--- src/rtl/commit_fence_sequencer_pkg.sv ---
// rtl/commit_fence_sequencer_pkg.sv - fence kind/owner types and decode helpers
package commit_fence_sequencer_pkg;

    typedef enum logic [1:0] {
        FK_FENCE      = 2'd0,
        FK_FENCE_I    = 2'd1,
        FK_SFENCE_VMA = 2'd2,
        FK_RSVD       = 2'd3
    } fence_kind_t;

    typedef enum logic {
        OWN_COMMIT = 1'b0,
        OWN_EXT    = 1'b1
    } fence_owner_t;

    // The reserved encoding behaves as a plain FENCE.
    function automatic fence_kind_t fence_kind_norm(input logic [1:0] raw);
        return (raw == 2'd3) ? FK_FENCE : fence_kind_t'(raw);
    endfunction

    function automatic logic fence_needs_dcache(input fence_kind_t kind);
        return (kind == FK_FENCE) || (kind == FK_FENCE_I);
    endfunction

endpackage

--- src/rtl/commit_fence_sequencer_stall_counter.sv ---
// rtl/commit_fence_sequencer_stall_counter.sv - saturating event counter with synchronous clear
module commit_fence_sequencer_stall_counter #(
    parameter int unsigned CNT_W = 16
) (
    input  logic             clk_i,
    input  logic             rst_ni,
    input  logic             clr_i,
    input  logic             inc_i,
    output logic [CNT_W-1:0] cnt_o
);

    logic [CNT_W-1:0] cnt_q, cnt_d;

    // Clear wins over a simultaneous increment.
    always_comb begin
        cnt_d = cnt_q;
        if (clr_i) begin
            cnt_d = '0;
        end else if (inc_i && (cnt_q != {CNT_W{1'b1}})) begin
            cnt_d = cnt_q + CNT_W'(1);
        end
    end

    always_ff @(posedge clk_i or negedge rst_ni) begin
        if (!rst_ni) begin
            cnt_q <= '0;
        end else begin
            cnt_q <= cnt_d;
        end
    end

    assign cnt_o = cnt_q;

endmodule

--- src/rtl/commit_fence_sequencer.sv ---
// rtl/commit_fence_sequencer.sv - sequences fences and external D$ flushes at commit
module commit_fence_sequencer
    import commit_fence_sequencer_pkg::*;
#(
    parameter bit          DCACHE_FLUSH_EN = 1'b1,
    parameter int unsigned CNT_W           = 16
) (
    input  logic             clk_i,
    input  logic             rst_ni,
    input  logic             halt_i,
    input  logic             req_valid_i,
    input  logic [1:0]       req_kind_i,
    output logic             req_done_o,
    input  logic             ext_flush_i,
    output logic             ext_flush_ack_o,
    input  logic             no_st_pending_i,
    output logic             flush_dcache_o,
    input  logic             flush_dcache_ack_i,
    output logic             flush_icache_o,
    output logic             flush_tlb_o,
    output logic             flush_pipeline_o,
    output logic             busy_o,
    output logic [CNT_W-1:0] stall_cnt_o,
    input  logic             cnt_clr_i
);

    typedef enum logic [1:0] {
        ST_IDLE   = 2'd0,
        ST_DRAIN  = 2'd1,
        ST_DCACHE = 2'd2,
        ST_ACT    = 2'd3
    } state_t;

    state_t       state_q, state_d;
    fence_kind_t  kind_q, kind_d;
    fence_owner_t owner_q, owner_d;
    logic         act;

    // Commit port takes priority; a held external request is picked up on a later IDLE.
    always_comb begin
        state_d = state_q;
        kind_d  = kind_q;
        owner_d = owner_q;
        unique case (state_q)
            ST_IDLE: begin
                if (!halt_i && req_valid_i) begin
                    kind_d  = fence_kind_norm(req_kind_i);
                    owner_d = OWN_COMMIT;
                    state_d = ST_DRAIN;
                end else if (!halt_i && ext_flush_i) begin
                    kind_d  = FK_FENCE_I;
                    owner_d = OWN_EXT;
                    state_d = ST_DRAIN;
                end
            end
            ST_DRAIN: begin
                if (no_st_pending_i) begin
                    state_d = (DCACHE_FLUSH_EN && fence_needs_dcache(kind_q)) ? ST_DCACHE : ST_ACT;
                end
            end
            ST_DCACHE: begin
                if (flush_dcache_ack_i) begin
                    state_d = ST_ACT;
                end
            end
            ST_ACT: begin
                state_d = ST_IDLE;
            end
            default: begin
                state_d = ST_IDLE;
            end
        endcase
    end

    always_ff @(posedge clk_i or negedge rst_ni) begin
        if (!rst_ni) begin
            state_q <= ST_IDLE;
            kind_q  <= FK_FENCE;
            owner_q <= OWN_COMMIT;
        end else begin
            state_q <= state_d;
            kind_q  <= kind_d;
            owner_q <= owner_d;
        end
    end

    assign act              = (state_q == ST_ACT);
    assign flush_dcache_o   = (state_q == ST_DCACHE);
    assign flush_pipeline_o = act;
    assign flush_icache_o   = act && (kind_q == FK_FENCE_I);
    assign flush_tlb_o      = act && (kind_q == FK_SFENCE_VMA);
    assign req_done_o       = act && (owner_q == OWN_COMMIT);
    assign ext_flush_ack_o  = act && (owner_q == OWN_EXT);
    assign busy_o           = (state_q != ST_IDLE);

    commit_fence_sequencer_stall_counter #(
        .CNT_W (CNT_W)
    ) u_stall_cnt (
        .clk_i  (clk_i),
        .rst_ni (rst_ni),
        .clr_i  (cnt_clr_i),
        .inc_i  ((state_q == ST_DRAIN) || (state_q == ST_DCACHE)),
        .cnt_o  (stall_cnt_o)
    );

endmodule
--- config.mk ---
export PLATFORM = sky130hd
export DESIGN_NAME = commit_fence_sequencer
export DESIGN_NICKNAME = d
export VERILOG_FILES = /design/src/rtl/commit_fence_sequencer_pkg.sv /design/src/rtl/commit_fence_sequencer_stall_counter.sv /design/src/rtl/commit_fence_sequencer.sv
export SDC_FILE = /design/constraint.sdc
export NUM_CORES = 1
export LEC_CHECK = 0
export CAP_MARGIN = 25
export CORE_MARGIN = 2
export CORE_UTILIZATION = 50
export CTS_CLUSTER_SIZE = 8
export DETAILED_ROUTE_END_ITERATION = 12
export HOLD_SLACK_MARGIN = 0.02
export PLACE_DENSITY = 0.84
export SETUP_SLACK_MARGIN = 0.3
export SYNTH_ARGS = -nofsm -noshare
export SYNTH_HDL_FRONTEND = slang
export SYNTH_SLANG_ARGS = --single-unit
--- constraint.sdc ---
create_clock -name clk_i -period 2.85 [get_ports clk_i]
set_clock_uncertainty 0.05 [all_clocks]
set_input_delay 0.285 -clock clk_i [delete_from_list [all_inputs] [get_ports clk_i]]
set_output_delay 0.285 -clock clk_i [all_outputs]
set_load 0.1 [all_outputs]
==> qor.csv <==
stage;metric;value;unit
outcome;run status;finished clean;
setup_path;WP data required;3030;ps
die;die width;54.3;um
drt;total wire length;2.88;mm
sta;Setup TNS Final;0;ps
cells_and_area;Seq. cell area;526;um2
synthesis;number of synthesized register bits;21;
sta;slew margin rel.;0.358;
clock_tree;CTS tree;yes;
clock_tree;post-CTS sizing;0;
clock_tree;TritonCTS Buffers;3;
synthesis;Netlist cell types;41;
clock_tree;CTS H-tree lvls;1;
pwr;Worst VDD drop;819;uV
cells_and_area;most common cell after layout, fill and taps aside;buf_4;
die;I/O Pins;33;
hold_path;min-delay worst type;in2async;
die;core area;2430;um2
sta;fin crit share;0.745;
synthesis;cell count after synthesis;136;
die;DIE AREA;2950;um2
placement;Port-buffer cells;32;
drt;routed via count;1172;
global_route;antenna violations before repair;0;
job;maxcap violations;0;
drt;Vias/cell;5.95;
global_route;global-route wire length before repair;4.73;mm
pwr;Internal;0.584;mW
clock_tree;hold_buf cts;0;
pwr;Flop pwr share;0.312;
clock_tree;clock buffer depth;2;
drt;DR iter-0 viols;37;
synthesis;synth warn;0;
sta;Hold Fails Final Rpt;0;
setup_path;Worst setup EP type;flop;
drt;router iterations before antenna repair;4;
sta;Worst Tran Pin Value;960;ps
sta;minimum clock period;2120;ps
sta;Max Transition Viols Final;0;
cells_and_area;most frequent cells in the layout;buf_4, dfrtp_1, a21oi_1;
pwr;Power, Total;1.27;mW
cells_and_area;Final nets;184;
die;die extent in y;54.3;um
global_route;largest net degree at the start of global routing;22;
global_route;vias in the first global route;1091;
die;Cell Rows;18;
drt;DRC viols;0;
cells_and_area;Util after Layout;0.646;
sta;Setup violations, final;0;
sta;setup ws final;728;ps
pwr;Clock power frac;0.114;
pwr;Psw;0.689;mW
setup_path;WP data arrival;2300;ps
pwr;Comb power frac;0.575;
clock_tree;total setup buffers inserted after CTS;0;
placement;DP Worst Slack;766;ps
sta;RSZ-0062 raised after global routing;false;
global_route;grt ovf;0;
cells_and_area;fillers;221;
global_route;Tot GR Track Use;0.224;
synthesis;syn_area_per_cell;9.30;um2
setup_path;flop2flop setup slack;730;ps
pwr;power per cell area;811;nW/um2
drt;Final ANT Viol Nets;0;
placement;placed cells;193;
placement;global placer's final weighted congestion;0.749;
placement;HPWL after DPL;2.15;mm
cells_and_area;share of cells above drive strength 1;0.210;
cells_and_area;final instance count without filler cells;197;
clock_tree;Skew-Pair Late Insertion Delay;310;ps
cells_and_area;ANT cells;0;
clock_tree;CTS Root Cell;clkbuf_4;
sta;Fmax;471;MHz
synthesis;synthesized cell area;1260;um2
synthesis;Net Count, Synth;152;
setup_path;Crit Path Category;reg2reg;
cells_and_area;Multi-input gate area;676;um2
setup_path;crit-path max FO;8;
clock_tree;Sink Count;21;
die;Initial Utilization;0.520;
clock_tree;Worst-path clk slew;120;ps
cells_and_area;area grow syn2layout;24.1;%
setup_path;Worst setup SP type;flop;
pwr;P_leak;0.704;nW
synthesis;register area share after synthesis;0.415;
drt;routed length per placed instance;14.6;um
pwr;Switching Share;0.541;
layer usage:
| metal | routed length [um] | part of all wire | vias up | GRT usage |
|---|---|---|---|---|
| met5 | 0 | 0 | - | 0 |
| met4 | 32 | 0.011 | 0 | 0.0917 |
| li1 | - | - | 572 | - |
| met2 | 1460 | 0.51 | 27 | 0.390 |
| met1 | 1290 | 0.45 | 569 | 0.259 |
| met3 | 105 | 0.036 | 4 | 0.0601 |
layout make-up:
class                   count  share of cell area
well taps                  30              0.0239
clock buffers               3              0.0143
clock inverters             1             0.00319
flip-flops and latches     21               0.335
multi-input cells         100               0.430
inverters                   9              0.0215
repair buffers             33               0.172
state kept, by name, summed over array words and instances (netlist names):
register	cells
u_stall_cnt.cnt_o	16
kind_q	2
state_q	2
owner_q	1
final timing paths:
| kind | from | to | cells after the start |
|---|---|---|---|
| worst max-delay path | state_q[0] | u_stall_cnt.cnt_o[11] | 6 |
| worst min-delay path | rst_ni | u_stall_cnt.cnt_o[12] | 1 |
| worst max register to register | state_q[0] | u_stall_cnt.cnt_o[11] | 6 |
| worst min register to register | kind_q[0] | kind_q[0] | 2 |
| max in group asynchronous | rst_ni | owner_q | 1 |
| min in group clk_i | kind_q[0] | kind_q[0] | 2 |
kinds of logic (layout without fill, tap and decap cells):
family / after synthesis / after routing / share of synthesized area
DFF: 21 / 21 / 0.415
xor gates and xnor gates: 1 / 1 / 0.00693
AOI/OAI and AO/OA: 33 / 33 / 0.164
muxes: 3 / 3 / 0.0257
buffers and inverters: 15 / 46 / 0.0544
and+or+nand+nor: 57 / 57 / 0.274
adders and majority gates: 6 / 6 / 0.0593
power by group through the flow:
stage	combinational, mW	clock [mW]	sequential, mW
final	0.731	0.145	0.397
after global routing	0.785	0.167	0.401
after CTS	0.735	0.150	0.395
after detailed placement	0.735	0	0.401
after global placement	0.712	0	0.396
after floorplan	0.524	0	0.459
synthesized netlist by cell type (all sizes together):
cell	number	area, um2
dfrtp	21	526
a21oi	13	65.1
inv	9	33.8
nand2	8	30.0
nand4	8	65.1
nor2	7	26.3
o31ai	7	52.6
ha	6	75.1
or4	5	37.5
nand3	4	20.0
nor2b	4	25.0
nor3	4	20.0
o21ai	4	20.0
clkbuf	3	13.8
nor4	3	18.8
a31oi	2	12.5
and3	2	12.5
and4	2	18.8
buf	2	12.5
mux2	2	22.5
nand2b	2	12.5
nor3b	2	15.0
o21bai	2	15.0
or3	2	13.8
a211oi	1	7.51
a21boi	1	7.51
a222oi	1	10.0
a22oi	1	7.51
a41o	1	10.0
and2	1	6.26
and3b	1	8.76
and4b	1	10.0
dlygate4sd1	1	8.76
mux2i	1	10.0
or2	1	6.26
xnor2	1	8.76
through the flow:
| step | hold WS (ps) | instance area [um2] |
|---|---|---|
| after floorplan | -60.6 | 1270 |
| after global placement | 465 | 1540 |
| after detailed placement | 479 | 1540 |
| after CTS | 462 | 1570 |
| after global routing | 502 | 1570 |
| final | 440 | 1570 |
critical path, cell delays in order, from the launching register on:
cell and delay (ps):
dfrtp_1 410, inv_1 120, ha_1 430, nand4_1 170
a41o_1 290, or4_1 420, a21oi_1 150
(Power assumes the default switching activity.)
